File: src/rtl/arm_inst_encoder_pkg.sv
// Shared constants for the ARM instruction encoder: field positions, class codes,
// request kinds and FSM state encodings (same field layout the decoder uses).
package arm_inst_encoder_pkg;

  localparam int COND_MSB = 31;
  localparam int COND_LSB = 28;
  localparam int I_BIT    = 25;
  localparam int OP_MSB   = 24;
  localparam int OP_LSB   = 21;
  localparam int S_BIT    = 20;
  localparam int RN_MSB   = 19;
  localparam int RN_LSB   = 16;
  localparam int RD_MSB   = 15;
  localparam int RD_LSB   = 12;

  localparam logic [1:0] D_CODE = 2'b00;
  localparam logic [1:0] L_CODE = 2'b01;
  localparam logic [2:0] B_CODE = 3'b101;

  localparam logic [3:0] OP_TST = 4'h8;
  localparam logic [3:0] OP_TEQ = 4'h9;
  localparam logic [3:0] OP_CMP = 4'hA;
  localparam logic [3:0] OP_CMN = 4'hB;

  typedef enum logic [1:0] {
    KIND_DATA   = 2'd0,
    KIND_LOAD   = 2'd1,
    KIND_BRANCH = 2'd2,
    KIND_RSVD   = 2'd3
  } kind_e;

  typedef enum logic [1:0] {
    ST_IDLE  = 2'd0,
    ST_ENC   = 2'd1,
    ST_WRITE = 2'd2,
    ST_FULL  = 2'd3
  } state_e;

  // Compare-class opcodes only exist to set flags, so they always carry S=1.
  function automatic logic sets_flags(input logic [3:0] op);
    return op inside {OP_TST, OP_TEQ, OP_CMP, OP_CMN};
  endfunction

endpackage

File: src/rtl/arm_inst_encoder_field_pack.sv
// Combinational packer: builds the 32-bit ARM word from registered request fields
// and reports reserved-kind and out-of-range conditions.
module arm_inst_encoder_field_pack
  import arm_inst_encoder_pkg::*;
#(
  parameter int ADDR_W = 8
) (
  input  logic [1:0]        kind_i,
  input  logic [3:0]        cond_i,
  input  logic [3:0]        op_i,
  input  logic              imm_en_i,
  input  logic [3:0]        rd_i,
  input  logic [3:0]        rn_i,
  input  logic [3:0]        rm_i,
  input  logic [11:0]       imm_i,
  input  logic [ADDR_W-1:0] target_i,
  input  logic [ADDR_W-1:0] ptr_i,
  output logic [31:0]       word_o,
  output logic              kind_err_o,
  output logic              range_err_o
);

  logic signed [31:0] br_off_s;
  logic               br_in_range_s;
  logic               reg_pc_s;

  // The branch is executed from ptr with the pipeline two words ahead.
  assign br_off_s      = $signed({{(32-ADDR_W){1'b0}}, target_i})
                       - $signed({{(32-ADDR_W){1'b0}}, ptr_i}) - 32'sd2;
  assign br_in_range_s = (&br_off_s[31:23]) | ~(|br_off_s[31:23]);
  assign reg_pc_s      = (rd_i == 4'd15) | (rn_i == 4'd15) | (rm_i == 4'd15);

  always_comb begin
    word_o                    = 32'h0000_0000;
    kind_err_o                = 1'b0;
    range_err_o               = 1'b0;
    word_o[COND_MSB:COND_LSB] = cond_i;
    case (kind_i)
      KIND_DATA: begin
        word_o[27:26]         = D_CODE;
        word_o[I_BIT]         = imm_en_i;
        word_o[OP_MSB:OP_LSB] = op_i;
        word_o[S_BIT]         = sets_flags(op_i);
        word_o[RN_MSB:RN_LSB] = rn_i;
        word_o[RD_MSB:RD_LSB] = rd_i;
        if (imm_en_i) begin
          word_o[11:0] = {4'h0, imm_i[7:0]};
        end else begin
          word_o[11:0] = {8'h00, rm_i};
        end
        range_err_o = (imm_en_i & (|imm_i[11:8])) | reg_pc_s;
      end
      KIND_LOAD: begin
        word_o[27:26]         = L_CODE;
        word_o[I_BIT]         = ~imm_en_i;
        word_o[24:20]         = 5'b11001;
        word_o[RN_MSB:RN_LSB] = rn_i;
        word_o[RD_MSB:RD_LSB] = rd_i;
        if (imm_en_i) begin
          word_o[11:0] = imm_i;
        end else begin
          word_o[11:0] = {8'h00, rm_i};
        end
        range_err_o = reg_pc_s;
      end
      KIND_BRANCH: begin
        word_o[27:25] = B_CODE;
        word_o[24]    = 1'b0;
        word_o[23:0]  = br_off_s[23:0];
        range_err_o   = ~br_in_range_s;
      end
      default: begin
        kind_err_o = 1'b1;
      end
    endcase
  end

endmodule

File: src/rtl/arm_inst_encoder.sv
// Sequential ARM instruction encoder writing packed words to instruction memory.
// Define ARM_ENC_RANGE_CHECK_EN to reject out-of-range fields instead of truncating.
module arm_inst_encoder
  import arm_inst_encoder_pkg::*;
#(
  parameter int ADDR_W = 8
) (
  input  logic              clk,
  input  logic              reset,
  input  logic              restart,
  input  logic              req_valid,
  output logic              req_ready,
  input  logic [1:0]        req_kind,
  input  logic [3:0]        req_cond,
  input  logic [3:0]        req_op,
  input  logic              req_imm_en,
  input  logic [3:0]        req_rd,
  input  logic [3:0]        req_rn,
  input  logic [3:0]        req_rm,
  input  logic [11:0]       req_imm,
  input  logic [ADDR_W-1:0] req_target,
  output logic              imem_we,
  output logic [ADDR_W-1:0] imem_addr,
  output logic [31:0]       imem_wdata,
  input  logic              imem_ready,
  output logic              full,
  output logic              err,
  output logic [ADDR_W:0]   count
);

`ifdef ARM_ENC_RANGE_CHECK_EN
  localparam logic RANGE_CHECK = 1'b1;
`else
  localparam logic RANGE_CHECK = 1'b0;
`endif

  state_e            state_q, state_d;
  logic [ADDR_W-1:0] ptr_q, ptr_d;
  logic [ADDR_W:0]   count_q, count_d;
  logic              err_q, err_d;
  logic              full_q, req_ready_q, imem_we_q;
  logic [ADDR_W-1:0] imem_addr_q;
  logic [31:0]       imem_wdata_q;
  logic [1:0]        kind_q;
  logic [3:0]        cond_q, op_q, rd_q, rn_q, rm_q;
  logic              imm_en_q;
  logic [11:0]       imm_q;
  logic [ADDR_W-1:0] target_q;
  logic              capture_s, kind_err_s, range_err_s, reject_s;
  logic [31:0]       word_s;

  arm_inst_encoder_field_pack #(.ADDR_W(ADDR_W)) u_pack (
    .kind_i     (kind_q),
    .cond_i     (cond_q),
    .op_i       (op_q),
    .imm_en_i   (imm_en_q),
    .rd_i       (rd_q),
    .rn_i       (rn_q),
    .rm_i       (rm_q),
    .imm_i      (imm_q),
    .target_i   (target_q),
    .ptr_i      (ptr_q),
    .word_o     (word_s),
    .kind_err_o (kind_err_s),
    .range_err_o(range_err_s)
  );

  assign reject_s = kind_err_s | (RANGE_CHECK & range_err_s);

  always_comb begin
    state_d   = state_q;
    ptr_d     = ptr_q;
    count_d   = count_q;
    err_d     = err_q;
    capture_s = 1'b0;
    case (state_q)
      ST_IDLE: begin
        if (restart) begin
          ptr_d   = '0;
          count_d = '0;
          err_d   = 1'b0;
        end else begin
          ptr_d = ptr_q;
        end
        if (req_valid) begin
          capture_s = 1'b1;
          state_d   = ST_ENC;
        end else begin
          state_d = ST_IDLE;
        end
      end
      ST_ENC: begin
        if (reject_s) begin
          err_d   = 1'b1;
          state_d = ST_IDLE;
        end else begin
          state_d = ST_WRITE;
        end
      end
      ST_WRITE: begin
        if (imem_ready) begin
          count_d = count_q + {{ADDR_W{1'b0}}, 1'b1};
          // The last word parks in FULL instead of wrapping the pointer.
          if (&ptr_q) begin
            state_d = ST_FULL;
          end else begin
            ptr_d   = ptr_q + {{(ADDR_W-1){1'b0}}, 1'b1};
            state_d = ST_IDLE;
          end
        end else begin
          state_d = ST_WRITE;
        end
      end
      ST_FULL: begin
        if (restart) begin
          ptr_d   = '0;
          count_d = '0;
          err_d   = 1'b0;
          state_d = ST_IDLE;
        end else begin
          state_d = ST_FULL;
        end
      end
      default: begin
        state_d = ST_IDLE;
      end
    endcase
  end

  always_ff @(posedge clk) begin
    if (reset) begin
      state_q      <= ST_IDLE;
      ptr_q        <= '0;
      count_q      <= '0;
      err_q        <= 1'b0;
      full_q       <= 1'b0;
      req_ready_q  <= 1'b0;
      imem_we_q    <= 1'b0;
      imem_addr_q  <= '0;
      imem_wdata_q <= 32'h0000_0000;
      kind_q       <= 2'd0;
      cond_q       <= 4'h0;
      op_q         <= 4'h0;
      imm_en_q     <= 1'b0;
      rd_q         <= 4'h0;
      rn_q         <= 4'h0;
      rm_q         <= 4'h0;
      imm_q        <= 12'h000;
      target_q     <= '0;
    end else begin
      state_q     <= state_d;
      ptr_q       <= ptr_d;
      count_q     <= count_d;
      err_q       <= err_d;
      full_q      <= (state_d == ST_FULL);
      req_ready_q <= (state_d == ST_IDLE);
      imem_we_q   <= (state_d == ST_WRITE);
      if ((state_q == ST_ENC) && !reject_s) begin
        imem_addr_q  <= ptr_q;
        imem_wdata_q <= word_s;
      end
      if (capture_s) begin
        kind_q   <= req_kind;
        cond_q   <= req_cond;
        op_q     <= req_op;
        imm_en_q <= req_imm_en;
        rd_q     <= req_rd;
        rn_q     <= req_rn;
        rm_q     <= req_rm;
        imm_q    <= req_imm;
        target_q <= req_target;
      end
    end
  end

  assign req_ready  = req_ready_q;
  assign imem_we    = imem_we_q;
  assign imem_addr  = imem_addr_q;
  assign imem_wdata = imem_wdata_q;
  assign full       = full_q;
  assign err        = err_q;
  assign count      = count_q;

endmodule

File: config.mk
export PLATFORM = sky130hd
export DESIGN_NAME = arm_inst_encoder
export DESIGN_NICKNAME = d
export VERILOG_FILES = /design/src/rtl/arm_inst_encoder_pkg.sv /design/src/rtl/arm_inst_encoder_field_pack.sv /design/src/rtl/arm_inst_encoder.sv
export SDC_FILE = /design/constraint.sdc
export NUM_CORES = 1
export LEC_CHECK = 0
export BUFFER_PORTS_ARGS = -buffer_cell sky130_fd_sc_hd__buf_2
export CORE_ASPECT_RATIO = 0.6
export CORE_UTILIZATION = 49
export CTS_CLUSTER_SIZE = 14
export DETAILED_ROUTE_END_ITERATION = 16
export GPL_ROUTABILITY_DRIVEN = 1
export HOLD_SLACK_MARGIN = 0.05
export PLACE_DENSITY = 0.76
export SYNTH_ARGS = -nofsm -noshare
export SYNTH_HDL_FRONTEND = slang
export SYNTH_SLANG_ARGS = --single-unit
File: constraint.sdc
create_clock -name clk -period 3.3 [get_ports clk]
set_input_delay 0.165 -clock clk [delete_from_list [all_inputs] [get_ports clk]]
set_output_delay 0.165 -clock clk [all_outputs]
set_load 0.1 [all_outputs]
---- Word-level counts from Yosys, hierarchy flattened ----
Cells that the tools add are included.
storage, ports and cells
  input bits .............................. 48
  output and inout port bits .............. 53
  word-level logic and storage cells ...... 72
  flip-flop bits (word level) ............. 106
operators by class
  eq/ne operators ......................... 15
  mux-type cells .......................... 21
  reductions and logical operators ........ 13
  add/sub/neg operators ................... 4
  bitwise logic cells ..................... 1
operators with widths
  kind                                                 count
  one-hot mux 28 bit (3 select lines)                  1
  two-way mux 8 bit                                    4
  subtractor 24 x 3 -> 24 bit, second input constant   1
  two-way mux 9 bit                                    2
  one-hot mux 9 bit (2 select lines)                   1
  equality test 4 bit, second input constant           4
  one-hot mux 8 bit (2 select lines)                   1
  two-way mux 12 bit                                   1
  equality test 2 bit, second input constant           5
  adder 9 x 1 -> 9 bit, second input constant          1
  subtractor 8 x 8 -> 9 bit                            1
  adder 8 x 1 -> 8 bit, second input constant          1
  two-way mux 2 bit                                    4
  one-hot mux 2 bit (4 select lines)                   1
  AND reduction 8 bit                                  1
  logical NOT 2 bit                                    3
  inequality test 2 bit, second input constant         3
  AND reduction 3 bit                                  2
  two-way mux 1 bit                                    5
  equality test 2 x 1 -> 1 bit, second input constant  2
  AND reduction 4 bit                                  1
  nonzero test 2 bit                                   2
  nonzero test 4 bit                                   1
  OR reduction 3 bit                                   1
  5 further kinds                                      5

---- Longest topological paths before layout ----
Gate-level depths: netlist of the first run.
  depth after elaboration ................. 5
  depth in mapped cells ................... 15
  mapped depth without buffers ............ 14

---- Cells and area by module ----
Synthesis of the first run repeated with hierarchy kept, for this count alone.
second synthesis, totals
  cells, all modules ...................... 651
  area, all modules ....................... 4992.3 um^2
modules (own cells, without submodules)
  module                       times used  cells an instance  sequential area each (um^2)  area each (um^2)
  arm_inst_encoder             1           505                2122.0                       4012.6
  arm_inst_encoder_field_pack  1           146                0.0                          979.7

---- Worst setup path before layout of the first run ----
Ideal clock, no wire load.
  kind .................................... register -> register
  from .................................... register ptr_q[0]
  to ...................................... register imem_wdata_q[9] (netlist: imem_wdata[9])
  library setup time ...................... 0.134 ns
  stages on the path, launching flop included .. 14
  path buffers ............................ 1
  arrival time ............................ 3.179 ns
  slack ................................... -0.013 ns
  data required time ...................... 3.166 ns
  period minus slack after synthesis ...... 3.313 ns
  cell sequence ........................... dfxtp_1 ha_1 inv_1 fa_1 a21oi_2 o21bai_2 xor2_2 or4b_4 or3_1 buf_6 nand2b_1 ha_1 a221oi_1 nor3_1
between the ends
  longest elaborated chain between the ends .. 3
RTL lines
  element                              line                               text
  from (decl)                          arm_inst_encoder.sv:38             logic [ADDR_W-1:0] ptr_q, ptr_d;
  from (signal assigned)               arm_inst_encoder.sv:152            ptr_q <= ptr_d;
  subtractor 8 x 8 -> 9 bit            arm_inst_encoder_field_pack.sv:29  - $signed({{(32-ADDR_W){1'b0}}, ptr_i}) - 32'sd2;
  subtractor 24 x 3 -> 24 bit          arm_inst_encoder_field_pack.sv:29
  one-hot mux 28 bit (3 select lines)  arm_inst_encoder_field_pack.sv:38  case (kind_i)
  to (signal assigned)                 arm_inst_encoder.sv:160            imem_wdata_q <= word_s;
  to (decl)                            arm_inst_encoder.sv:43             logic [31:0] imem_wdata_q;
Every way passes these cells.
A chain may end at the register's enable or synchronous reset.

---- Worst setup path after layout of the first run ----
  from .................................... register target_q[0]
  to ...................................... register imem_wdata_q[9] (netlist: imem_wdata[9])
between the ends
  longest elaborated chain between the ends .. 3
RTL lines
  element                              line                               text
  from (decl)                          arm_inst_encoder.sv:48             logic [ADDR_W-1:0] target_q;
  from (signal assigned)               arm_inst_encoder.sv:171            target_q <= req_target;
  subtractor 8 x 8 -> 9 bit            arm_inst_encoder_field_pack.sv:29
  subtractor 24 x 3 -> 24 bit          arm_inst_encoder_field_pack.sv:29
  one-hot mux 28 bit (3 select lines)  arm_inst_encoder_field_pack.sv:38
Every way passes these cells.

==> results of run 1 <==
-- routing by layer --
layer	track usage	wire length, um
met4	0.0640	129
met5	0	0
met2	0.365	5310
met1	0.411	6630
met3	0.0714	1300
-- critical path, stage by stage, from the launching register on --
cell and delay (ns):
dfxtp_2 0.32, inv_2 0.05, ha_4 0.12, inv_2 0.03, fa_2 0.39, a21oi_2 0.19, o21bai_2 0.11, xor2_2 0.16
or4b_4 0.54, or3_4 0.38, nand2b_4 0.16, ha_4 0.26, a221oi_4 0.30, nor3_2 0.08
-- per-stage QoR --
step / cells / cell area (um2) / hold WS (ns)
2_1_floorplan: 611 / 4810 / 0.301
3_3_place_gp: 822 / 5440 / 0.406
3_5_place_dp: 822 / 5440 / 0.414
4_1_cts: 850 / 5900 / 0.0508
5_1_grt: 851 / 5970 / 0.0578
6_report: 851 / 5970 / 0.0520
-- cell families (layout without fill, tap and decap cells) --
| family | count (synthesis) | after routing | synth area share |
|---|---|---|---|
| buffers and inverters | 50 | 160 | 0.0409 |
| muxes | 4 | 4 | 0.00833 |
| and+or+nand+nor | 265 | 265 | 0.237 |
| xor gates and xnor gates | 20 | 20 | 0.0380 |
| adders and majority gates | 20 | 20 | 0.0536 |
| DFF | 106 | 106 | 0.442 |
| AOI/OAI and AO/OA | 146 | 146 | 0.180 |
-- where the power goes --
group,switching (uW),internal (uW)
registers,51.0,1340
logic,453,193
clock network,486,687
total,990,2220
-- cell type report --
cell class | instances | share of cell area
Clock inverter | 6 | 0.0147
Timing Repair Buffer | 126 | 0.121
Inverter | 18 | 0.0113
Sequential cell | 106 | 0.356
Multi-Input combinational cell | 455 | 0.430
Clock buffer | 10 | 0.0400
Tap cell | 130 | 0.0272
-- repair_timing --
action	CTS	global route
resized for setup	2	13
buffers inserted	1	1
pin swaps	1	9
endpoints found under the setup margin	1	3
hold endpoints to repair	11	0
hold buffers	11	0
-- cell usage in the layout, fill, tap and decap left out, types with 3 or more instances in the layout --
master / synthesis / routed
nand2_1: 148 / 148
dfxtp_1: 106 / 104
buf_2: 1 / 100
a21oi_1: 77 / 77
nor2_1: 58 / 58
o21ai_0: 17 / 17
inv_1: 17 / 15
ha_1: 19 / 15
buf_4: 0 / 15
nor3_1: 13 / 12
dlygate4sd3_1: 0 / 11
xnor2_1: 11 / 10
nand2b_1: 10 / 9
a31oi_1: 9 / 9
clkbuf_16: 0 / 9
o21ai_1: 8 / 8
xor2_1: 8 / 8
nand4_1: 6 / 6
and3_1: 5 / 5
nor2b_1: 5 / 5
o22ai_1: 4 / 4
nand3_1: 4 / 4
mux2i_1: 4 / 4
inv_2: 1 / 3
a21o_1: 3 / 3
a21oi_2: 3 / 3
or3_1: 4 / 3
a211oi_1: 3 / 3
-- registers in the layout, summed over array words and instances, names as in the netlist --
| signal | count |
|---|---|
| target_q | 8 |
| full | 1 |
| ptr_q | 8 |
| imm_q | 12 |
| cond_q | 4 |
| state_q | 2 |
| count | 9 |
| rd_q | 4 |
| rn_q | 4 |
| imem_addr | 8 |
| req_ready | 1 |
| err | 1 |
| kind_q | 2 |
| op_q | 4 |
| imm_en_q | 1 |
| imem_wdata | 32 |
| imem_we | 1 |
| rm_q | 4 |
-- worst max-delay path by stage --
| stage | from | to | slack, ns | depth (start not counted) |
|---|---|---|---|---|
| 2_1_floorplan | ptr_q[0] | imem_wdata[9] | 0.04 | 13 |
| 3_3_place_gp | target_q[0] | imem_wdata[9] | 0.08 | 13 |
| 3_5_place_dp | target_q[0] | imem_wdata[9] | -0.02 | 13 |
| 4_1_cts | target_q[0] | imem_wdata[9] | 0.04 | 13 |
| 5_1_grt | target_q[0] | imem_wdata[9] | -0.04 | 13 |
| 6_report | target_q[0] | imem_wdata[9] | 0.05 | 13 |
==> out/metrics.cfg, run 1 <==
[outcome]
outcome = finished, final reports clean

[placed_design]
dpl.hpwl_mm = 9.26
placement.setup.worst_slack_ns = -0.0185
place_congestion = 0.908
portBuffers = 100

[clock_network]
path_clk_slew_ns = 0.07
clock_latency_ns = 0.35
clock-sinks = 106
htree_levels = 3
cts_tree = built
cts_root_buf = clkbuf_16
clock_path_buffers = 2
cts_buffers = 9

[layout]
regArea_um2 = 2120
antenna_cells = 0
multi_input_area_um2 = 2570
area_growth_pct = 24.2
drive_gt1_frac = 0.221
fillers = 834
finalNetCount = 784
utilization = 0.638

[worst_setup_path]
start_kind = flip-flop
r2r_setup_slack_ns = 0.05
endpoint_kind = flip-flop
r2r-end = imem_wdata[9]
worst-setup-path-type = reg -> reg
crit_required_ns = 3.51
crit_path_max_fanout = 4
arrival_ns = 3.45
reg2reg_depth = 13
reg2reg_from = target_q[0]

[die]
die_area_um2 = 10200
die_y_um = 78.7
core_area_um2 = 9360
initial_core_util = 0.514
std_cell_rows = 27
ioPinCount = 101
die_x_um = 130

[global_routing]
gr-usage-all-layers = 0.268
antenna_found_initial = 0
grt-ovfl-total = 0
grt_first_pass_wirelength_mm = 20.9
grt_max_degree = 55
grt_pass1_vias = 4106

[timing]
finalHoldViolCount = 0
worst_slew_pin_slew_ns = 0.929
finalSetupViolations = 0
layout_min_cycle_time_ns = 3.25
slew_viol_final = 0
tns_ns = 0
finalWorstSetupSlack_ns = 0.0544
fin_crit_sh = 0.984
grt_setup_unrepaired = yes
maxSlewHeadroom = 0.381
skew_ns = 0.00817
fmax_mhz = 308

[drt]
post-route-drc-count = 0
drtPass1Iterations = 6
via_per_inst = 5.47
antenna_left = 0
drt_iter0_markers = 563
drt-total-wl_mm = 13.4
vias = 4652
wl_per_cell_um = 15.7

[power_and_ir_drop]
power_uw = 3210
p_leak_uw = 0.00250
power_density_nw_per_um2 = 537
max-vdd-ir-drop_v = 0.000296

[run]
cap_violations = 0

[synthesis]
syn_inst = 611
yosysWarnings = 0
netlist-cell-type-count = 56
syn-cell-area_um2 = 4810
async_reset_ff_frac = 0
syn_nets = 679
synth.most_common_cell = nand2_1
synth_area_leaders = dfxtp_1 (44%), nand2_1 (12%), a21oi_1 (8.0%)
synth-seq-cells = 106
synth_top_area_share = 0.442
netlist_top_cells_count = nand2_1 (148), dfxtp_1 (106), a21oi_1 (77)
yosys.area.top_type = dfxtp_1
synth-seq-area-share = 0.442
avgSynthCellArea_um2 = 7.87
synth_flop_cell = dfxtp_1
synth-edff-count = 0

[hold_path]
hold_path_class = in -> reg
hold_path_startpoint = req_rd[3]
holdPathEnd = rd_q[3]
hold-path-cell-count = 3

Power figures use the tool's default switching activity.
==> run 2: changes to the inputs <==
- CORE_MARGIN: default -> 4
- CTS_BUF_LIST: default -> sky130_fd_sc_hd__clkbuf_4 sky130_fd_sc_hd__clkbuf_8 sky130_fd_sc_hd__clkbuf_16
==> run 2 against run 1 <==
Effect of this change: critical path depth stayed put; first-iteration DRC count is 12% lower; sequential power hardly changed; clock skew is 0.0030 ns higher; die area is 13% higher; utilization is 1.1 points higher; non-clock buffer count is 12 higher; register-to-register slack hardly changed; clock-buffer cell count is 1 lower; routed wire length is 5.9% higher.
==> out/metrics.cfg, run 2 (synthesized netlist as in run 1, its figures left out) <==
[power_and_ir_drop]
max-vdd-ir-drop_v = 0.000291  ; was 0.000296 V
p_leak_uw = 0.00254  ; was 0.00250 uW
power_density_nw_per_um2 = 522  ; was 537 nW/um2
power_uw = 3170  ; was 3210 uW

[die]
core_area_um2 = 9360  ; unchanged
die_y_um = 84.7  ; was 78.7 um
initial_core_util = 0.514  ; unchanged
ioPinCount = 101  ; unchanged
std_cell_rows = 27  ; unchanged
die_x_um = 136  ; was 130 um
die_area_um2 = 11500  ; was 10200 um2

[worst_setup_path]
crit_path_max_fanout = 3  ; was 4
worst-setup-path-type = reg -> reg  ; unchanged
endpoint_kind = flip-flop  ; unchanged
reg2reg_depth = 13  ; unchanged
arrival_ns = 3.47  ; was 3.45 ns
critPathMaxStageDelay_ns = 0.54  ; about the same
cp_common_cell = inv_1
critical_path.top_delay_family = simple AND/OR/NAND/NOR gates  ; unchanged
crit_required_ns = 3.51  ; about the same
start_kind = flip-flop  ; unchanged
critical_path.cell_chain = inv_1 > ha_1 > inv_1 > fa_2 > a21oi_4 > o21bai_4 > xor2_2 > buf_4 > or4b_4 > or3_4 > ha_4 > a221oi_2 > nor3_1  ; was inv_2 > ha_4 > inv_2 > fa_2 > a21oi_2 > o21bai_2 > xor2_2 > or4b_4 > or3_4 > nand2b_4 > ha_4 > a221oi_4 > nor3_2
critPathSlowestCell = or4b_4  ; unchanged
cp_num_buf_inv = 3  ; was 2
cp.depth = 13  ; unchanged

[clock_network]
path_clk_slew_ns = 0.08  ; was 0.07 ns
htree_levels = 3  ; unchanged
cts_tree = built  ; unchanged
clock_latency_ns = 0.36  ; was 0.35 ns
clock_path_buffers = 2  ; unchanged
cts_root_buf = clkbuf_16  ; unchanged
cts_buffers = 9  ; unchanged
clock-sinks = 106  ; unchanged

[timing]
layout_min_cycle_time_ns = 3.26  ; was 3.25 ns
slew_viol_final = 0  ; unchanged
worst_slew_pin_slew_ns = 0.892  ; was 0.929 ns
fmax_mhz = 307  ; was 308 MHz
maxSlewHeadroom = 0.405  ; was 0.381
skew_ns = 0.0112  ; was 0.00817 ns
finalSetupViolations = 0  ; unchanged
grt_setup_unrepaired = yes  ; unchanged
finalWorstSetupSlack_ns = 0.0419  ; was 0.0544 ns
fin_crit_sh = 0.987  ; was 0.984
finalHoldViolCount = 0  ; unchanged

[global_routing]
grt_pass1_vias = 4393  ; was 4106
grt-ovfl-total = 0  ; unchanged
antenna_found_initial = 0  ; unchanged
grt_first_pass_wirelength_mm = 22.5  ; was 20.9 mm
gr-usage-all-layers = 0.244  ; was 0.268
grt_max_degree = 67  ; was 55

[layout]
layout_commonest_cell = nand2_1  ; unchanged
design_area_um2 = 6080  ; was 5970 um2
antenna_cells = 0  ; unchanged
final_cell_mix = nand2_1 (148), dfxtp_1 (104), buf_2 (100), a21oi_1 (77), nor2_1 (58)  ; unchanged
area_growth_pct = 26.5  ; was 24.2%
final_cells = 863  ; was 851
finalNetCount = 796  ; was 784
drive_gt1_frac = 0.218  ; was 0.221
largest_reg_flops = 32  ; unchanged

[placed_design]
place_congestion = 0.863  ; was 0.908
dpl.hpwl_mm = 9.89  ; was 9.26 mm
dpl_cell_area_um2 = 5450  ; was 5440 um2
dp_cells = 823  ; was 822
portBuffers = 100  ; unchanged
placement.setup.worst_slack_ns = 0.0304  ; was -0.0185 ns

[hold_path]
hold-path-cell-count = 3  ; unchanged
hold_path_class = in -> reg  ; unchanged

[drt]
post-route-drc-count = 0  ; unchanged
drtPass1Iterations = 5  ; was 6
drt_iter0_markers = 495  ; was 563
antenna_left = 0  ; unchanged
drt-total-wl_mm = 14.1  ; was 13.4 mm
vias = 4736  ; was 4652
wl_per_cell_um = 16.4  ; was 15.7 um
via_per_inst = 5.49  ; was 5.47

[run]
cap_violations = 0  ; unchanged

[outcome]
outcome = finished, final reports clean  ; unchanged

run 2: changes by cell type in the layout (fill, tap and decap cells not counted), moves of 2 or more:
cell / previous run / this run
dlygate4sd3_1: 11 / 21
inv_1: 15 / 17
inv_6: 1 / 3
a221oi_2: 1 / 3
buf_4: 15 / 17
inv_2: 3 / 1
run 2: power by group:
group | internal [uW] | leakage [uW] | switching, uW | total, uW
registers | 1340 | 0.000866 | 51.0 | 1390
logic | 210 | 0.00152 | 460 | 670
clock network | 602 | 0.000153 | 511 | 1110
run 2: worst paths after layout:
kind | start | to | slack [ns]
worst min register to register | imm_q[2] | imm_q[2] | 0.46
worst max-delay path | target_q[0] | imem_wdata[8] | 0.04
worst min-delay path | req_op[2] | op_q[2] | 0.05
worst max register to register | target_q[0] | imem_wdata[8] | 0.04
run 2: layout make-up:
cell class	instances	area, um2
fill	800	3280
multi-input combinational	455	2580
sequential	106	2120
timing repair buffer	138	838
clock buffer	9	225
tap	130	163
clock inverter	7	81.3
inverter	18	67.6
run 2: repair_timing:
action | in CTS | in global routing
gates resized for setup | 1 | 13
setup buffers | 0 | 3
pin swaps | 1 | 11
hold buffers | 21 | 0
setup endpoints to repair | 1 | 3
hold endpoints to repair | 21 | 0
run 2: metrics by stage:
| stage | util | hold slack [ns] | setup TNS (ns) |
|---|---|---|---|
| after floorplan | - | 0.301 | 0 |
| after global placement | 0.582 | 0.406 | 0 |
| after detailed placement | 0.582 | 0.412 | 0 |
| after CTS | 0.638 | 0.0509 | 0 |
| after global routing | 0.649 | 0.0598 | -0.0448 |
| final | 0.649 | 0.0547 | 0 |
run 2: worst min-delay path, stage by stage:
cell and delay [ns]:
buf_2 0.10, nand2_1 0.06, a21oi_1 0.05
run 2: metal layers:
layer | part of all wire | GRT usage
met5 | 0 | 0
met4 | 0.012 | 0.0622
met3 | 0.097 | 0.0611
met2 | 0.41 | 0.347
met1 | 0.48 | 0.368
